## src/rtl/dm.sv

```systemverilog
// Shared DMI types and encodings for the JTAG DTM and the Debug Module side.
package dm;

   localparam int DMI_ABITS = 7;

   typedef enum logic [1:0] {
      NOP   = 2'd0,
      READ  = 2'd1,
      WRITE = 2'd2
   } dtm_op_e;

   localparam logic [1:0] DTM_SUCCESS = 2'd0;
   localparam logic [1:0] DTM_ERR     = 2'd2;
   localparam logic [1:0] DTM_BUSY    = 2'd3;

   typedef struct packed {
      logic [DMI_ABITS-1:0] addr;
      dtm_op_e              op;
      logic [31:0]          data;
   } dmi_req_t;

   typedef struct packed {
      logic [31:0] data;
      logic [1:0]  resp;
   } dmi_resp_t;

   // IEEE 1149.1 TAP controller states
   typedef enum logic [3:0] {
      TLR, RTI,
      SEL_DR, CAP_DR, SH_DR, EX1_DR, PAU_DR, EX2_DR, UPD_DR,
      SEL_IR, CAP_IR, SH_IR, EX1_IR, PAU_IR, EX2_IR, UPD_IR
   } tap_state_e;

   typedef enum logic [1:0] {
      DMI_IDLE,
      DMI_REQ,
      DMI_WAIT
   } dmi_state_e;

   localparam logic [4:0] IR_IDCODE    = 5'h01;
   localparam logic [4:0] IR_DTMCS     = 5'h10;
   localparam logic [4:0] IR_DMIACCESS = 5'h11;

endpackage

```

## src/rtl/dmi_jtag_tap.sv

```systemverilog
// TAP controller: state machine, IR, IDCODE/BYPASS/DTMCS data registers and
// the scan strobes that let the parent own the 41-bit DMIACCESS register.
module dmi_jtag_tap
   import dm::*;
#(
   parameter logic [31:0] IdcodeValue = 32'h0000_0001
) (
   input  logic       tck_i,
   input  logic       trst_ni,
   input  logic       tms_i,
   input  logic       td_i,
   output logic       td_o,
   output logic       tdo_oe_o,
   output logic       dmi_capture,
   output logic       dmi_shift,
   output logic       dmi_update,
   input  logic       dmi_tdo,
   input  logic [1:0] dmistat,
   output logic       dtmcs_dmireset,
   output logic       dtmcs_hardreset,
   output logic       tlr_entry
);

   tap_state_e  state, state_next;
   logic [4:0]  ir, ir_sr;
   logic [31:0] dr_sr;
   logic [31:0] dtmcs_value;
   logic        sel_idcode, sel_dtmcs, sel_dmi, sel_bypass;

   assign sel_idcode = (ir == IR_IDCODE);
   assign sel_dtmcs  = (ir == IR_DTMCS);
   assign sel_dmi    = (ir == IR_DMIACCESS);
   assign sel_bypass = !(sel_idcode || sel_dtmcs || sel_dmi);

   // version=1, abits=7, idle=1; dmistat reflects the sticky DMI error
   assign dtmcs_value = {17'b0, 3'd1, dmistat, 6'd7, 4'd1};

   assign dmi_capture     = sel_dmi && (state == CAP_DR);
   assign dmi_shift       = sel_dmi && (state == SH_DR);
   assign dmi_update      = sel_dmi && (state == UPD_DR);
   assign dtmcs_dmireset  = sel_dtmcs && (state == UPD_DR) && dr_sr[16];
   assign dtmcs_hardreset = sel_dtmcs && (state == UPD_DR) && dr_sr[17];
   assign tlr_entry       = (state != TLR) && (state_next == TLR);
   assign tdo_oe_o        = (state == SH_IR) || (state == SH_DR);

   // TAP next-state decode from tms_i
   always_comb begin
      state_next = state;
      case (state)
         TLR:    state_next = tms_i ? TLR    : RTI;
         RTI:    state_next = tms_i ? SEL_DR : RTI;
         SEL_DR: state_next = tms_i ? SEL_IR : CAP_DR;
         CAP_DR: state_next = tms_i ? EX1_DR : SH_DR;
         SH_DR:  state_next = tms_i ? EX1_DR : SH_DR;
         EX1_DR: state_next = tms_i ? UPD_DR : PAU_DR;
         PAU_DR: state_next = tms_i ? EX2_DR : PAU_DR;
         EX2_DR: state_next = tms_i ? UPD_DR : SH_DR;
         UPD_DR: state_next = tms_i ? SEL_DR : RTI;
         SEL_IR: state_next = tms_i ? TLR    : CAP_IR;
         CAP_IR: state_next = tms_i ? EX1_IR : SH_IR;
         SH_IR:  state_next = tms_i ? EX1_IR : SH_IR;
         EX1_IR: state_next = tms_i ? UPD_IR : PAU_IR;
         PAU_IR: state_next = tms_i ? EX2_IR : PAU_IR;
         EX2_IR: state_next = tms_i ? UPD_IR : SH_IR;
         UPD_IR: state_next = tms_i ? SEL_DR : RTI;
         default: state_next = TLR;
      endcase
   end

   // TAP state register
   always_ff @(posedge tck_i) begin
      if (!trst_ni) state <= TLR;
      else          state <= state_next;
   end

   // Instruction register: capture, LSB-first shift, commit; TLR selects IDCODE
   always_ff @(posedge tck_i) begin
      if (!trst_ni) begin
         ir    <= IR_IDCODE;
         ir_sr <= '0;
      end else begin
         case (state)
            CAP_IR:  ir_sr <= 5'b00001;
            SH_IR:   ir_sr <= {td_i, ir_sr[4:1]};
            UPD_IR:  ir    <= ir_sr;
            TLR:     ir    <= IR_IDCODE;
            default: ;
         endcase
      end
   end

   // Shared IDCODE/DTMCS/BYPASS shift register; BYPASS uses only bit 0
   always_ff @(posedge tck_i) begin
      if (!trst_ni) begin
         dr_sr <= '0;
      end else if (state == CAP_DR) begin
         if (sel_idcode)     dr_sr <= IdcodeValue;
         else if (sel_dtmcs) dr_sr <= dtmcs_value;
         else                dr_sr <= '0;
      end else if (state == SH_DR) begin
         if (sel_bypass) dr_sr <= {31'b0, td_i};
         else            dr_sr <= {td_i, dr_sr[31:1]};
      end
   end

   // Present the selected register LSB on the falling edge
   always_ff @(negedge tck_i) begin
      if (state == SH_IR)      td_o <= ir_sr[0];
      else if (state == SH_DR) td_o <= sel_dmi ? dmi_tdo : dr_sr[0];
      else                     td_o <= 1'b0;
   end

endmodule

```

## src/rtl/dmi_jtag.sv

```systemverilog
// JTAG DTM: TAP plus the DMIACCESS register and the DMI request/response FSM.
module dmi_jtag
   import dm::*;
#(
   parameter logic [31:0] IdcodeValue = 32'h0000_0001
) (
   input  logic          tck_i,
   input  logic          trst_ni,
   input  logic          tms_i,
   input  logic          td_i,
   output logic          td_o,
   output logic          tdo_oe_o,
   output logic          dmi_clear_o,
   output dm::dmi_req_t  dmi_req_o,
   output logic          dmi_req_valid_o,
   input  logic          dmi_req_ready_i,
   input  dm::dmi_resp_t dmi_resp_i,
   output logic          dmi_resp_ready_o,
   input  logic          dmi_resp_valid_i
);

   dmi_state_e  state, state_next;
   logic [1:0]  error;
   logic [6:0]  addr;
   logic [31:0] data;
   dtm_op_e     op;
   dtm_op_e     scan_op;
   logic [40:0] dr;
   logic        dmi_capture, dmi_shift, dmi_update;
   logic        dmireset, hardreset, tlr_entry;
   logic        abort, start;

   dmi_jtag_tap #(.IdcodeValue(IdcodeValue)) u_tap (
      .tck_i           (tck_i),
      .trst_ni         (trst_ni),
      .tms_i           (tms_i),
      .td_i            (td_i),
      .td_o            (td_o),
      .tdo_oe_o        (tdo_oe_o),
      .dmi_capture     (dmi_capture),
      .dmi_shift       (dmi_shift),
      .dmi_update      (dmi_update),
      .dmi_tdo         (dr[0]),
      .dmistat         (error),
      .dtmcs_dmireset  (dmireset),
      .dtmcs_hardreset (hardreset),
      .tlr_entry       (tlr_entry)
   );

   assign scan_op = dtm_op_e'(dr[1:0]);
   assign abort   = hardreset || tlr_entry;
   // A new access only starts from Idle with no sticky error pending
   assign start   = dmi_update && (state == DMI_IDLE) && (error == DTM_SUCCESS) &&
                    ((scan_op == READ) || (scan_op == WRITE));

   assign dmi_req_o        = {addr, op, data};
   assign dmi_req_valid_o  = (state == DMI_REQ);
   assign dmi_resp_ready_o = (state == DMI_WAIT);

   // DMI handshake sequencing; hard reset or TLR entry aborts to Idle
   always_comb begin
      state_next = state;
      case (state)
         DMI_IDLE: if (start)            state_next = DMI_REQ;
         DMI_REQ:  if (dmi_req_ready_i)  state_next = DMI_WAIT;
         DMI_WAIT: if (dmi_resp_valid_i) state_next = DMI_IDLE;
         default:                        state_next = DMI_IDLE;
      endcase
      if (abort) state_next = DMI_IDLE;
   end

   // DMI FSM state register
   always_ff @(posedge tck_i) begin
      if (!trst_ni) state <= DMI_IDLE;
      else          state <= state_next;
   end

   // DMIACCESS scan register, latched request/response and sticky error
   always_ff @(posedge tck_i) begin
      if (!trst_ni) begin
         error       <= DTM_SUCCESS;
         addr        <= '0;
         data        <= '0;
         op          <= NOP;
         dr          <= '0;
         dmi_clear_o <= 1'b0;
      end else begin
         dmi_clear_o <= abort;
         if (dmi_capture)
            dr <= {addr, data, (state != DMI_IDLE) ? DTM_BUSY : error};
         else if (dmi_shift)
            dr <= {td_i, dr[40:1]};
         if (start) begin
            addr <= dr[40:34];
            data <= dr[33:2];
            op   <= scan_op;
         end
         if ((state == DMI_WAIT) && dmi_resp_valid_i) begin
            // writes keep the written data so a later capture echoes it
            if (op == READ) data <= dmi_resp_i.data;
            if (dmi_resp_i.resp != DTM_SUCCESS) error <= DTM_ERR;
         end
         // an access attempted while one is in flight is lost; flag it
         if (dmi_update && (state != DMI_IDLE)) error <= DTM_BUSY;
         if (dmireset || abort) error <= DTM_SUCCESS;
      end
   end

endmodule

```

## config.mk

```make
export PLATFORM = sky130hd
export DESIGN_NAME = dmi_jtag
export DESIGN_NICKNAME = d
export VERILOG_FILES = /design/src/rtl/dm.sv /design/src/rtl/dmi_jtag_tap.sv /design/src/rtl/dmi_jtag.sv
export SDC_FILE = /design/constraint.sdc
export NUM_CORES = 1
export LEC_CHECK = 0
export ABC_AREA = 1
export CORE_MARGIN = 4
export CORE_UTILIZATION = 25
export CTS_BUF_LIST = sky130_fd_sc_hd__clkbuf_8
export CTS_CLUSTER_SIZE = 10
export DETAILED_ROUTE_END_ITERATION = 10
export GPL_TIMING_DRIVEN = 0
export SLEW_MARGIN = 10
export SYNTH_ARGS = -nofsm -noshare
export SYNTH_HDL_FRONTEND = slang
export SYNTH_SLANG_ARGS = --single-unit
```

## constraint.sdc

```tcl
create_clock -name tck_i -period 1.6 [get_ports tck_i]
set_input_delay 0.32 -clock tck_i [delete_from_list [all_inputs] [get_ports tck_i]]
set_output_delay 0.32 -clock tck_i [all_outputs]
set_load 0.005 [all_outputs]
```

==> insert_results.sql, run 1 <==
INSERT INTO impl_metrics (metric_group, metric, value, unit) VALUES
('cts', 'tritoncts_clock_tree', 'yes', ''),
('global_routing', 'groute.usage.overall', '14.8', '%'),
('place', 'dp_hpwl', '12100', 'um'),
('timing', 'finalSetupTns', '-19.23', 'ns'),
('setup_path', 'critical_path_cell_by_cell', 'buf_2', ''),
('setup_path', 'critical_path.max_stage_delay', '0.29', 'ns'),
('global_routing', 'globalRouteOverflowTotal', '0', ''),
('setup_path', 'rr_endpoint', 'u_tap.td_o', ''),
('place', 'gp_routability_congestion', '0.805', ''),
('setup_path', 'timing.critical_path.depth', '1', ''),
('synth', 'yosys-top-cells-area', 'sky130_fd_sc_hd__dfxtp_1, sky130_fd_sc_hd__nand2_1, sky130_fd_sc_hd__inv_1', ''),
('global_routing', 'antenna_found_initial', '0', ''),
('die', 'initial_utilization', '25.5', '%'),
('drt', 'route.antenna.remaining_nets', '0', ''),
('run_status', 'run_status', 'finished with violations', ''),
('timing', 'timing.hold.ws', '0.283', 'ns'),
('cells_and_area', 'flow.area_growth_from_synthesis', '63.8', '%'),
('cts', 'post_cts_hold_buffer_count', '0', ''),
('cells_and_area', 'finalNetCount', '1140', ''),
('timing', 'timing_worst_slew_pin_value', '0.731', 'ns'),
('timing', 'fin_skew', '0.0177', 'ns'),
('cts', 'tritoncts_num_sinks', '134', ''),
('cells_and_area', 'ratio_of_cells_with_drive_above_1_in_the_final_layout', '41.4', '%'),
('synth', 'yosys_warnings', '0', ''),
('setup_path', 'crit_path_end', 'td_o', ''),
('run_status', 'failed_checks', 'setup timing', ''),
('synth', 'synth_top_area_cell', 'sky130_fd_sc_hd__dfxtp_1', ''),
('synth', 'synth_top_area_share', '43.3', '%'),
('cts', 'clk_pin_slew', '0.08', 'ns'),
('global_routing', 'grt_start_max_net_pins', '17', ''),
('synth', 'yosys_register_bits', '134', ''),
('timing', 'unrepaired_setup_endpoints_after_global_routing', 'yes', ''),
('setup_path', 'worstRegToRegCells', '7', ''),
('synth', 'synth.top_cells.by_count', 'sky130_fd_sc_hd__nand2_1, sky130_fd_sc_hd__dfxtp_1, sky130_fd_sc_hd__inv_1', ''),
('synth', 'synth.net_count', '955', ''),
('setup_path', 'cp-startpoint', 'u_tap.td_o', ''),
('cts', 'clk-insertion-delay-late', '0.46', 'ns'),
('setup_path', 'critical_path.n_buffers_inverters', '1', ''),
('drt', 'drt_pre_antenna_iters', '4', ''),
('setup_path', 'criticalPathCategory', 'reg2out', ''),
('timing', 'final-max-slew-violation-count', '0', ''),
('cells_and_area', 'antennaDiodeCount', '0', ''),
('place', 'pre_cts_slack', '-0.597', 'ns'),
('drt', 'drt_iter0_markers', '379', ''),
('global_routing', 'first_global_vias', '6310', ''),
('synth', 'synth_async_sr_flop_share', '0', '%'),
('place', 'port_buffers', '83', ''),
('global_routing', 'gr-max-usage-layer', 'met2', ''),
('timing', 'setup_viol', '105', ''),
('timing', 'hold_violations', '0', ''),
('timing', 'timing.max_slew.rel_slack', '51.3', '%'),
('timing', 'postLayoutSetupSlackWorst', '-0.364', 'ns'),
('cts', 'tritoncts.num_buffers', '17', ''),
('die', 'die_w', '165', 'um'),
('synth', 'synth_edf_count', '0', ''),
('pwr', 'p_per_area', '663', 'nW/um^2'),
('hold_path', 'worst_hold_path_type', 'in2reg', ''),
('synth', 'postSynthCellCount', '915', ''),
('setup_path', 'worstPathMaxFanout', '1', ''),
('setup_path', 'library_cell_contributing_the_largest_single_delay_on_the_critical_path', 'sky130_fd_sc_hd__dfxtp_1', ''),
('cts', 'max_root_sink_buffers', '2', ''),
('synth', 'ys_dominant_reg_cell', 'sky130_fd_sc_hd__dfxtp_1', ''),
('synth', 'post-synth-top-count-cell', 'sky130_fd_sc_hd__nand2_1', ''),
('cts', 'htree_num_levels', '4', ''),
('setup_path', 'start_kind', 'flip-flop', ''),
('global_routing', 'grt_pass1_wl', '32000', 'um'),
('global_routing', 'grt_util_met3', '4.57', '%'),
('cts', 'cts-root-buf', 'sky130_fd_sc_hd__clkbuf_8', ''),
('drt', 'wire_per_inst', '14.4', 'um'),
('die', 'row_count', '57', ''),
('synth', 'post_synth_instance_area', '6190', 'um^2');
sequential cells by signal (all words and copies together), names as in the netlist:
name / count
dmi_clear_o: 1
u_tap.dr_sr: 32
addr: 7
op: 2
u_tap.td_o: 1
u_tap.ir: 5
u_tap.state: 4
data: 32
dr: 41
error: 2
state: 2
u_tap.ir_sr: 5
placed cells by master, fill, tap and decap left out, types with 16 or more instances in the layout:
cell type and n:
sky130_fd_sc_hd__nand2_1 145, sky130_fd_sc_hd__inv_1 118, sky130_fd_sc_hd__nand2_2 93, sky130_fd_sc_hd__dfxtp_1 92, sky130_fd_sc_hd__a21oi_1 62, sky130_fd_sc_hd__buf_4 45
sky130_fd_sc_hd__nand2_4 44, sky130_fd_sc_hd__o211ai_1 43, sky130_fd_sc_hd__dlygate4sd2_1 43, sky130_fd_sc_hd__nand3_2 41, sky130_fd_sc_hd__nor2_1 38, sky130_fd_sc_hd__clkdlybuf4s50_1 37
sky130_fd_sc_hd__dfxtp_2 33, sky130_fd_sc_hd__buf_6 27, sky130_fd_sc_hd__o21ai_1 22, sky130_fd_sc_hd__clkbuf_8 22, sky130_fd_sc_hd__inv_2 21, sky130_fd_sc_hd__o21ai_2 20
sky130_fd_sc_hd__nand3_1 18, sky130_fd_sc_hd__buf_8 16
worst min-delay path by stage:
stage                     from         endpoint  slack [ns]
2_1_floorplan   u_tap.ir_sr[0]      u_tap.ir[0]        0.44
3_3_place_gp   u_tap.dr_sr[30]  u_tap.dr_sr[29]        0.45
3_5_place_dp   u_tap.dr_sr[30]  u_tap.dr_sr[29]        0.45
4_1_cts                  tms_i   u_tap.state[3]        0.25
5_1_grt                  tms_i   u_tap.state[2]        0.28
6_report                 tms_i   u_tap.state[3]        0.28
routing by layer:
metal	part of all wire, %	wire [um]	up-vias
met5	0	0	-
met4	2.6	534	0
met3	6.7	1380	42
met2	48	9940	193
met1	43	8850	3125
li1	-	-	3274
power breakdown:
| group | internal (uW) | switching, uW |
|---|---|---|
| clock | 1730 | 1330 |
| sequential | 3330 | 12.3 |
| combinational | 143 | 181 |
| total | 5200 | 1520 |
cells by family after synthesis:
group	after synthesis	synth area share (%)
flops	134	43.3
compound gates	178	16.5
simple gates	409	27.2
buf+inv	194	13.0
final cells by class:
type,instances,area (um^2)
Timing Repair inverter,1,11.3
Clock buffer,22,303
Clock inverter,10,126
Inverter,143,576
Fill cell,2314,14200
Buffer,47,407
Tap cell,324,405
Sequential cell,134,2760
Multi-Input combinational cell,589,3740
Timing Repair Buffer,166,1810
through the flow:
step | cell area (um^2) | power, uW | cells | utilization (%)
after floorplan | 6190 | 3570 | 915 | -
after global placement | 7430 | 3720 | 1322 | 30.6
after detailed placement | 7430 | 3720 | 1322 | 30.6
after CTS | 9480 | 6760 | 1430 | 39.0
after global routing | 10100 | 6970 | 1436 | 41.7
final | 10100 | 6720 | 1436 | 41.7
timing repair:
action / 4_1_cts / 5_1_grt
pin swaps: 40 / 65
cloned: 22 / 2
endpoints found under the setup margin: 158 / 123
resized for setup: 359 / 193
setup buffers: 56 / 11
(Power assumes the default switching activity.)
==> run 2, diff against run 1 <==
- clock period: 1.6 -> 2.1 ns (I/O delays scaled with it)
==> run 2 against run 1 <==
  * The flow still finishes with violations (setup timing)
  * Sequential share of layout area increased by 6.7 points
  * Total power decreased by 24%
  * Via count decreased by 10%
  * Critical path depth unchanged
  * Worst setup slack improved by 0.15 ns
  * Clock power decreased by 24%
  * Largest cell class unchanged
==> insert_results.sql, run 2 (same netlist as run 1, synthesis figures left out) <==
INSERT INTO impl_metrics (metric_group, metric, value, unit) VALUES
('run_status', 'run_status', 'finished with violations', ''),
('run_status', 'failed_checks', 'setup timing', ''),
('cells_and_area', 'ratio_of_cells_with_drive_above_1_in_the_final_layout', '10.6', '%'),
('place', 'gp_routability_congestion', '0.805', ''),
('cells_and_area', 'largest_registers', 'dr (41), data (32), u_tap.dr_sr (32)', ''),
('run', 'cap_viol_max_count', '0', ''),
('setup_path', 'cp-startpoint', 'u_tap.td_o', ''),
('die', 'core-area', '24300', 'um^2'),
('drt', 'vias', '5963', ''),
('hold_path', 'hold_path_depth', '3', ''),
('setup_path', 'crit_path_end', 'td_o', ''),
('place', 'dp_hpwl', '12100', 'um'),
('die', 'initial_utilization', '25.5', '%'),
('pwr', 'p_leak', '0.00364', 'uW'),
('drt', 'wire_per_inst', '12.6', 'um'),
('timing', 'final-max-slew-violation-count', '0', ''),
('global_routing', 'grt_pass1_wl', '27400', 'um'),
('cts', 'htree_num_levels', '4', ''),
('cells_and_area', 'antennaDiodeCount', '0', ''),
('cts', 'max_root_sink_buffers', '2', ''),
('cells_and_area', 'stdcell_count', '1357', ''),
('cts', 'cts-root-buf', 'sky130_fd_sc_hd__clkbuf_8', ''),
('setup_path', 'rr_endpoint', 'u_tap.td_o', ''),
('drt', 'route.antenna.remaining_nets', '0', ''),
('setup_path', 'critical_path.n_buffers_inverters', '1', ''),
('setup_path', 'worstPathMaxFanout', '1', ''),
('pwr', 'p_per_area', '640', 'nW/um^2'),
('timing', 'fin_skew', '0.0157', 'ns'),
('setup_path', 'worstRegToRegCells', '7', ''),
('cts', 'clk_pin_slew', '0.08', 'ns'),
('pwr', 'post-layout-total-power', '5090', 'uW'),
('die', 'die_w', '165', 'um'),
('drt', 'post_detailed_routing_wire_length', '17100', 'um'),
('place', 'port_buffers', '83', ''),
('setup_path', 'path_delay_family', 'flip-flops', ''),
('setup_path', 'start_kind', 'flip-flop', ''),
('place', 'pre_cts_slack', '-0.250', 'ns'),
('drt', 'drt_iter0_markers', '343', ''),
('setup_path', 'critical_path.max_stage_delay', '0.29', 'ns'),
('timing', 'postLayoutSetupSlackWorst', '-0.210', 'ns'),
('global_routing', 'groute.usage.overall', '12.6', '%'),
('cells_and_area', 'max_flop_register', 'dr', ''),
('timing', 'setup_viol', '3', ''),
('drt', 'drc_errors', '0', ''),
('hold_path', 'worst_hold_path_type', 'in2reg', ''),
('timing', 'finalSetupTns', '-0.289', 'ns'),
('cts', 'tritoncts_clock_tree', 'yes', ''),
('global_routing', 'antenna_found_initial', '0', ''),
('cells_and_area', 'largest_reg_flops', '41', ''),
('setup_path', 'worst_ep_required_time', '1.68', 'ns'),
('global_routing', 'grt_start_max_net_pins', '17', ''),
('setup_path', 'setup.reg_to_reg.worst_slack', '-0.01', 'ns'),
('cells_and_area', 'layout.area.seq', '2690', 'um^2'),
('cells_and_area', 'layout.cells.most_common', 'sky130_fd_sc_hd__nand2_1', ''),
('cts', 'clk-insertion-delay-late', '0.44', 'ns'),
('drt', 'drt-vias-per-instance', '4.39', ''),
('global_routing', 'global_route.usage.met1', '16.6', '%'),
('setup_path', 'critical_path_cell_by_cell', 'buf_2', ''),
('timing', 'unrepaired_setup_endpoints_after_global_routing', 'yes', ''),
('setup_path', 'crit_arrival', '1.89', 'ns'),
('cells_and_area', 'most-common-layout-cells', 'sky130_fd_sc_hd__nand2_1, sky130_fd_sc_hd__dfxtp_1, sky130_fd_sc_hd__inv_1', ''),
('drt', 'drt_pre_antenna_iters', '5', ''),
('setup_path', 'library_cell_contributing_the_largest_single_delay_on_the_critical_path', 'sky130_fd_sc_hd__dfxtp_1', ''),
('cells_and_area', 'finalNetCount', '1061', ''),
('setup_path', 'criticalPathCategory', 'reg2out', ''),
('die', 'die_area', '27400', 'um^2'),
('setup_path', 'timing.critical_path.depth', '1', ''),
('die', 'num_io_pins', '86', ''),
('timing', 'timing_worst_slew_pin_value', '0.659', 'ns'),
('timing', 'timing.hold.ws', '0.376', 'ns'),
('cts', 'post_cts_hold_buffer_count', '0', ''),
('timing', 'hold_violations', '0', ''),
('global_routing', 'globalRouteOverflowTotal', '0', ''),
('die', 'dieHeight', '165', 'um'),
('setup_path', 'rr_startpoint', 'u_tap.ir[0]', ''),
('timing', 'timing.max_slew.rel_slack', '56.1', '%'),
('cells_and_area', 'multiInputGateArea', '2760', 'um^2'),
('cts', 'tritoncts.num_buffers', '17', ''),
('global_routing', 'first_global_vias', '5453', ''),
('place', 'place_inst', '1322', ''),
('die', 'row_count', '57', ''),
('cells_and_area', 'fillerInstances', '2598', ''),
('pwr', 'worst_ir_drop_on_vdd', '0.341', 'mV'),
('cts', 'tritoncts_num_sinks', '134', ''),
('global_routing', 'grtUsageMet2', '19.3', '%'),
('global_routing', 'grt_util_met3', '4.00', '%'),
('setup_path', 'worstSetupEndpointType', 'output pin', ''),
('cells_and_area', 'flow.area_growth_from_synthesis', '28.3', '%'),
('global_routing', 'gr-max-usage-layer', 'met2', '');
==> run 2: timing repair <==
item | CTS | global route
pin swaps | 2 | 3
resized for setup | 18 | 9
endpoints found under the setup margin | 4 | 67
endpoints found under the hold margin | 0 | 0
setup buffers | 2 | 2
==> run 2: worst min path at each step <==
stage / start / end / slack, ns
CTS: tms_i / u_tap.state[3] / 0.35
floorplan: u_tap.ir_sr[0] / u_tap.ir[0] / 0.44
global route: tms_i / u_tap.state[2] / 0.39
detailed placement: u_tap.dr_sr[30] / u_tap.dr_sr[29] / 0.45
global placement: u_tap.dr_sr[30] / u_tap.dr_sr[29] / 0.45
finish: tms_i / u_tap.state[3] / 0.38
==> run 2: area by class of cell <==
cell class | instances | area share, %
inverter | 143 | 6.75
timing repair buffer | 87 | 10.8
sequential | 134 | 33.9
clock buffer | 22 | 3.81
tap | 324 | 5.10
buffer | 50 | 3.34
multi-input combinational | 587 | 34.7
clock inverter | 10 | 1.59
==> run 2: tightest hold or removal path: stages <==
cell and delay (ns):
sky130_fd_sc_hd__clkbuf_1 0.17, sky130_fd_sc_hd__nand2_1 0.13, sky130_fd_sc_hd__a21oi_1 0.06
==> run 2: power breakdown <==
part,leakage (uW),total [uW],switching (uW),internal [uW]
logic,0.00234,221,121,99.3
registers,0.00108,2550,6.89,2550
clock network,0.000222,2320,999,1320
total,0.00364,5090,1130,3960
==> run 2: per-layer routing <==
metal / wire [um] / share of wire [%]
met4: 393 / 2.3
met1: 8040 / 47
met3: 1090 / 6.3
met2: 7620 / 44
met5: 0 / 0
==> run 2: stage by stage <==
step | utilization, % | area (um^2)
floorplan | - | 6190
global placement | 30.6 | 7430
detailed placement | 30.6 | 7430
CTS | 32.5 | 7910
global route | 32.7 | 7950
finish | 32.7 | 7950
==> run 3, diff against run 2 <==
- SETUP_SLACK_MARGIN: default -> 0.5
==> run 3 against run 2 <==
  * The flow still finishes with violations (setup timing)
  * Clock power hardly changed
  * Via count increased by 7.7%
  * Worst setup slack worse by 0.0041 ns
  * Sequential share of layout area is 6.3 points lower
  * Routed wire length rose by 16%
  * Non-clock buffer count up 55
==> insert_results.sql, run 3 (same netlist as run 1, synthesis figures left out) <==
INSERT INTO impl_metrics (metric_group, metric, value, unit) VALUES
('pwr', 'power_switching_share', '22.7', '%'),
('drt', 'drt-vias-per-instance', '4.53', ''),
('setup_path', 'crit_arrival', '1.89', 'ns'),
('cts', 'tritoncts.num_buffers', '17', ''),
('die', 'die_area', '27400', 'um^2'),
('timing', 'unrepaired_setup_endpoints_after_global_routing', 'yes', ''),
('cells_and_area', 'largest_registers', 'dr (41), data (32), u_tap.dr_sr (32)', ''),
('cells_and_area', 'most-common-layout-cells', 'sky130_fd_sc_hd__nand2_1, sky130_fd_sc_hd__inv_1, sky130_fd_sc_hd__nand2_2', ''),
('setup_path', 'worstPathMaxFanout', '1', ''),
('timing', 'timing_worst_slew_pin_value', '0.779', 'ns'),
('setup_path', 'start_kind', 'flip-flop', ''),
('die', 'initial_utilization', '25.5', '%'),
('place', 'pre_cts_slack', '-0.250', 'ns'),
('pwr', 'combPwrFrac', '4.7', '%'),
('timing', 'postLayoutSetupSlackWorst', '-0.215', 'ns'),
('die', 'dieHeight', '165', 'um'),
('timing', 'final-max-slew-violation-count', '0', ''),
('hold_path', 'worstHoldStart', 'tms_i', ''),
('hold_path', 'min_to', 'u_tap.state[3]', ''),
('global_routing', 'grt_pass1_wl', '29800', 'um'),
('timing', 'fin_skew', '0.0145', 'ns'),
('pwr', 'switchingPower', '1170', 'uW'),
('cells_and_area', 'max_flop_register', 'dr', ''),
('hold_path', 'hold_path_depth', '3', ''),
('cells_and_area', 'layout.cells.most_common', 'sky130_fd_sc_hd__nand2_1', ''),
('die', 'row_count', '57', ''),
('global_routing', 'first_global_vias', '5919', ''),
('timing', 'setup_viol', '3', ''),
('setup_path', 'critical_path.max_stage_delay', '0.29', 'ns'),
('pwr', 'p_leak', '0.00462', 'uW'),
('drt', 'wire_per_inst', '14.1', 'um'),
('pwr', 'p_int', '3970', 'uW'),
('pwr', 'post-layout-total-power', '5130', 'uW'),
('run', 'cap_viol_max_count', '0', ''),
('timing', 'hold_violations', '0', ''),
('global_routing', 'globalRouteOverflowTotal', '0', ''),
('drt', 'drt_iter0_markers', '360', ''),
('cts', 'tritoncts_num_sinks', '134', ''),
('cells_and_area', 'stdcell_count', '1416', ''),
('setup_path', 'setup.reg_to_reg.worst_slack', '-0.04', 'ns'),
('setup_path', 'worst_ep_required_time', '1.68', 'ns'),
('setup_path', 'rr_startpoint', 'u_tap.ir[0]', ''),
('cts', 'max_root_sink_buffers', '2', ''),
('timing', 'timing.max_slew.rel_slack', '48.1', '%'),
('cells_and_area', 'finalNetCount', '1120', ''),
('timing', 'timing.hold.ws', '0.372', 'ns'),
('setup_path', 'path_delay_family', 'flip-flops', ''),
('cells_and_area', 'largest_reg_flops', '41', ''),
('drt', 'post_detailed_routing_wire_length', '19900', 'um'),
('drt', 'drc_errors', '0', ''),
('cells_and_area', 'ratio_of_cells_with_drive_above_1_in_the_final_layout', '41.0', '%'),
('pwr', 'pwr-share-clk', '45.6', '%'),
('pwr', 'power.share.sequential', '49.7', '%'),
('place', 'dp_hpwl', '12100', 'um'),
('setup_path', 'timing.critical_path.depth', '1', ''),
('cts', 'cts-root-buf', 'sky130_fd_sc_hd__clkbuf_8', ''),
('setup_path', 'criticalPathCategory', 'reg2out', ''),
('run_status', 'run_status', 'finished with violations', ''),
('die', 'num_io_pins', '86', ''),
('cells_and_area', 'antennaDiodeCount', '0', ''),
('place', 'gp_routability_congestion', '0.805', ''),
('cells_and_area', 'fillerInstances', '2356', ''),
('drt', 'vias', '6421', ''),
('cts', 'tritoncts_clock_tree', 'yes', ''),
('drt', 'drt_pre_antenna_iters', '5', ''),
('pwr', 'p_per_area', '517', 'nW/um^2'),
('pwr', 'worst_ir_drop_on_vdd', '0.348', 'mV'),
('hold_path', 'worst_hold_path_type', 'in2reg', ''),
('die', 'core-area', '24300', 'um^2'),
('setup_path', 'critical_path.n_buffers_inverters', '1', ''),
('die', 'die_w', '165', 'um'),
('setup_path', 'library_cell_contributing_the_largest_single_delay_on_the_critical_path', 'sky130_fd_sc_hd__dfxtp_1', ''),
('place', 'port_buffers', '83', ''),
('timing', 'finalSetupTns', '-0.419', 'ns'),
('place', 'place_inst', '1322', ''),
('drt', 'route.antenna.remaining_nets', '0', ''),
('run_status', 'failed_checks', 'setup timing', ''),
('setup_path', 'worstSetupEndpointType', 'output pin', ''),
('setup_path', 'rr_endpoint', 'u_tap.td_o', ''),
('cts', 'clk_pin_slew', '0.08', 'ns'),
('global_routing', 'antenna_found_initial', '0', ''),
('global_routing', 'groute.usage.overall', '13.7', '%'),
('setup_path', 'critical_path_cell_by_cell', 'buf_2', ''),
('cts', 'htree_num_levels', '4', ''),
('global_routing', 'grt_start_max_net_pins', '17', ''),
('setup_path', 'worstRegToRegCells', '7', ''),
('cts', 'clk-insertion-delay-late', '0.45', 'ns'),
('cells_and_area', 'flow.area_growth_from_synthesis', '60.5', '%');
-- run 3: cell count changes in the layout (fill, tap and decap cells not counted), sizes merged --
cell | previous run | this run
nor2 | 62 | 63
dlygate4sd2 | 0 | 40
clkbuf | 43 | 45
clkinv | 4 | 7
nand2 | 284 | 285
inv | 144 | 143
clkdlybuf4s50 | 81 | 38
dlymetal6s2s | 1 | 0
buf | 34 | 89
clkdlybuf4s15 | 0 | 2
-- run 3: layer usage --
metal  track usage, %  part of all wire (%)  up-vias
met3             3.80                   5.9       22
met2             21.9                    48      136
met4             4.42                   1.6        0
li1                 -                     -     3238
met1             17.8                    44     3025
met5                0                     0        -
-- run 3: timing repair --
item | in CTS | in global routing
buffers inserted | 33 | 8
gates resized for setup | 301 | 261
cloned | 16 | 6
pin swaps | 31 | 82
hold buffers | 0 | 0
setup endpoints to repair | 158 | 128
-- run 3: power groups by stage --
stage                     Clock (uW)  Combinational (uW)  Sequential [uW]
after floorplan                 5.96                 104             2610
final                           2340                 243             2550
after global placement          5.96                 220             2610
after global routing            2490                 265             2550
after CTS                       2380                 230             2550
after detailed placement        5.96                 219             2610
-- run 3: per-stage QoR --
step | utilization, % | instance area [um^2]
final | 40.9 | 9940
after global routing | 40.9 | 9940
after CTS | 36.5 | 8870
after detailed placement | 30.6 | 7430
after global placement | 30.6 | 7430
after floorplan | - | 6190
-- run 3: how the worst max path moves through the flow --
stage                startpoint    endpoint
detailed placement  u_tap.ir[3]  u_tap.td_o
floorplan           u_tap.ir[0]  u_tap.td_o
finish               u_tap.td_o        td_o
global route         u_tap.td_o        td_o
global placement    u_tap.ir[3]  u_tap.td_o
CTS                  u_tap.td_o        td_o
-- run 3: area by class of cell --
| class | instances | area, um^2 | share of cell area (%) |
|---|---|---|---|
| Buffer | 50 | 469 | 4.72 |
| Clock buffer | 22 | 303 | 3.05 |
| Clock inverter | 10 | 126 | 1.27 |
| Inverter | 143 | 573 | 5.77 |
| Multi-Input combinational cell | 589 | 3810 | 38.3 |
| Sequential cell | 134 | 2740 | 27.6 |
| Tap cell | 324 | 405 | 4.08 |
| Timing Repair Buffer | 142 | 1480 | 14.9 |
| Timing Repair inverter | 2 | 32.5 | 0.327 |
==> patch, RTL diff (flow settings as in run 2) <==
Reset style: asynchronous (`trst_ni`), changed in 5 clocked blocks.
--- a/src/rtl/dmi_jtag_tap.sv
+++ b/src/rtl/dmi_jtag_tap.sv
@@ -69,5 +69,5 @@
 
    // TAP state register
-   always_ff @(posedge tck_i) begin
+   always_ff @(posedge tck_i or negedge trst_ni) begin
       if (!trst_ni) state <= TLR;
       else          state <= state_next;
@@ -75,5 +75,5 @@
 
    // Instruction register: capture, LSB-first shift, commit; TLR selects IDCODE
-   always_ff @(posedge tck_i) begin
+   always_ff @(posedge tck_i or negedge trst_ni) begin
       if (!trst_ni) begin
          ir    <= IR_IDCODE;
@@ -91,5 +91,5 @@
 
    // Shared IDCODE/DTMCS/BYPASS shift register; BYPASS uses only bit 0
-   always_ff @(posedge tck_i) begin
+   always_ff @(posedge tck_i or negedge trst_ni) begin
       if (!trst_ni) begin
          dr_sr <= '0;
--- a/src/rtl/dmi_jtag.sv
+++ b/src/rtl/dmi_jtag.sv
@@ -71,5 +71,5 @@
 
    // DMI FSM state register
-   always_ff @(posedge tck_i) begin
+   always_ff @(posedge tck_i or negedge trst_ni) begin
       if (!trst_ni) state <= DMI_IDLE;
       else          state <= state_next;
@@ -77,5 +77,5 @@
 
    // DMIACCESS scan register, latched request/response and sticky error
-   always_ff @(posedge tck_i) begin
+   always_ff @(posedge tck_i or negedge trst_ni) begin
       if (!trst_ni) begin
          error       <= DTM_SUCCESS;
Function: not checked (the comparison handles one clock edge and no latches or derived clocks); the edit may change what the design does.
==> patch against run 2 <==
  * The flow still finishes with violations (negative setup slack)
  * Worst setup slack lost 0.019 ns
  * Cell area decreased by 0.28%
  * Critical path type unchanged
  * First-iteration DRC count is 9.0% higher
  * Sequential cell count stayed put
  * Synthesized area shrank 1.7%
  * Wire length is 4.9% lower
Power is not compared: it rests on default switching activity, and its combinational part moved more than twofold at a synthesized area within 25%.
==> patch: results (changes against run 2) <==
- Max incr delay on CP: 0.31 ns (+0.02 ns)
- Top cells by area, synth: dfrtp_1, mux2_2, o22ai_1
- TritonRoute pass-1 iters: 5 (unchanged)
- Nets: 809 (-24%)
- Global-route wire length before repair: 26300 um (-4.1%)
- Commonest cells in the netlist: dfrtp_1, inv_1, nand2_1
- Status: complete, but fails checks
- Fill count: 2435 (-6.3%)
- Top_reg_cell synth: dfrtp_1
- Share of flip-flops with an asynchronous set or reset: 99.3% (+99 points)
- Crit Path Max Fanout: 1 (unchanged)
- CP max-delay cell: dfxtp_2
- HP Class: flip-flop to flip-flop
- Total global-route track usage: 12.4% (-0.24 points)
- Worst vdd ir: 398 uV
- Detailed placer's ending HPWL: 11500 um (-5.1%)
- Sequential area share after synthesis: 55.0% (+12 points)
- Slew margin rel.: 62.7% (+6.6 points)
- Leakage power: 3.47 nW
- Failing checks: negative setup slack
- Pin count of the biggest net entering global routing: 76 (+59)
- Number of distinct library cells after synthesis: 31 (+6.9%)
- Post-Syn Nets: 696 (-27%)
- Ratio of cells with drive above 1 in the final layout: 18.1% (+7.4 points)
- Clock Skew: 0.0136 ns (-0.00212 ns)
- Area fraction of the dominant cell type after synthesis: 54.2% (+11 points)
- Clock insertion delay at the later pin of the skew report: 0.46 ns (+0.02 ns)
- Total clock buffers created by CTS: 17 (unchanged)
- WL/cell: 14.8 um (+17%)
- Placer Congestion: 0.828 (+2.8%)
- Critical Path AT: 1.91 ns (+0.02 ns)
- DR vias: 5014 (-16%)
- Port buffer count: 85 (+2.4%)
- Vias in the first global route: 4882 (-10%)
- Setup ws final: -0.229 ns (-0.0190 ns)
- Max Root-Sink Buffers: 2 (unchanged)
- Final setup viols: 2 (-1)
- Antenna diodes: 0 (unchanged)
- Drt initial violations: 374 (+9.0%)
- Ys Warns: 0 (unchanged)
- Sum Neg Setup Slack: -0.447 ns (-0.158 ns)
- Initial antenna violation count: 0 (unchanged)
[patch: cells by family after synthesis]
| kind of cell | count (synthesis) | share of synthesized area, % |
|---|---|---|
| AOI/OAI and AO/OA | 180 | 17.4 |
| and+or+nand+nor | 176 | 12.5 |
| DFF | 134 | 55.0 |
| buffers and inverters | 133 | 9.04 |
| muxes | 32 | 5.92 |
| xor gates and xnor gates | 1 | 0.144 |
[patch: layout make-up]
type                    instances  area (um2)  area share, %
inverters                      99         372           4.69
clock buffers                  19         262           3.30
flip-flops and latches        134        3360           42.3
repair buffers                 94         942           11.9
multi-input cells             389        2240           28.3
well taps                     319         399           5.04
clock inverters                13         165           2.08
plain buffers                  33         190           2.40
[patch: worst paths after layout]
check / startpoint / end / slack, ns / cells past startpoint
max in group asynchronous: trst_ni / u_tap.ir[0] / 0.79 / 3
setup reg to reg: u_tap.ir[3] / u_tap.td_o / -0.22 / 7
hold reg to reg: u_tap.dr_sr[13] / u_tap.dr_sr[13] / 0.49 / 2
min in group asynchronous: trst_ni / data[13] / 0.51 / 2
hold / removal: u_tap.dr_sr[13] / u_tap.dr_sr[13] / 0.49 / 2
setup / recovery: u_tap.td_o / td_o / -0.23 / 1
[patch: per-layer routing]
metal / up-vias / wire length [um] / GRT usage (%)
met3: 22 / 957 / 3.59
met2: 120 / 7310 / 17.9
met5: - / 0 / 0
li1: 2440 / - / -
met4: 0 / 249 / 4.12
met1: 2432 / 7780 / 17.7
[patch: per-stage QoR]
step	instance area (um2)	setup WS [ns]	instances	util [%]	power [mW]
after global routing	7930	-0.299	1100	33.4	7.48
final	7930	-0.229	1100	33.4	7.06
after floorplan	6100	-0.173	656	-	4.12
after global placement	7350	-4.90	1060	30.9	4.63
after CTS	7880	-0.263	1099	33.2	7.08
after detailed placement	7370	-0.573	1061	31.0	4.65
[patch: report_power, final]
part | switching [mW] | internal [mW]
sequential | 0.140 | 2.84
combinational | 1.12 | 0.626
clock | 1.01 | 1.33
[patch: repair_timing]
action	4_1_cts	5_1_grt
cloned	0	0
endpoints found under the setup margin	23	83
hold buffers	1	0
buffers inserted	6	1
pin swaps	7	4
endpoints found under the hold margin	58	0
gates resized for setup	24	15
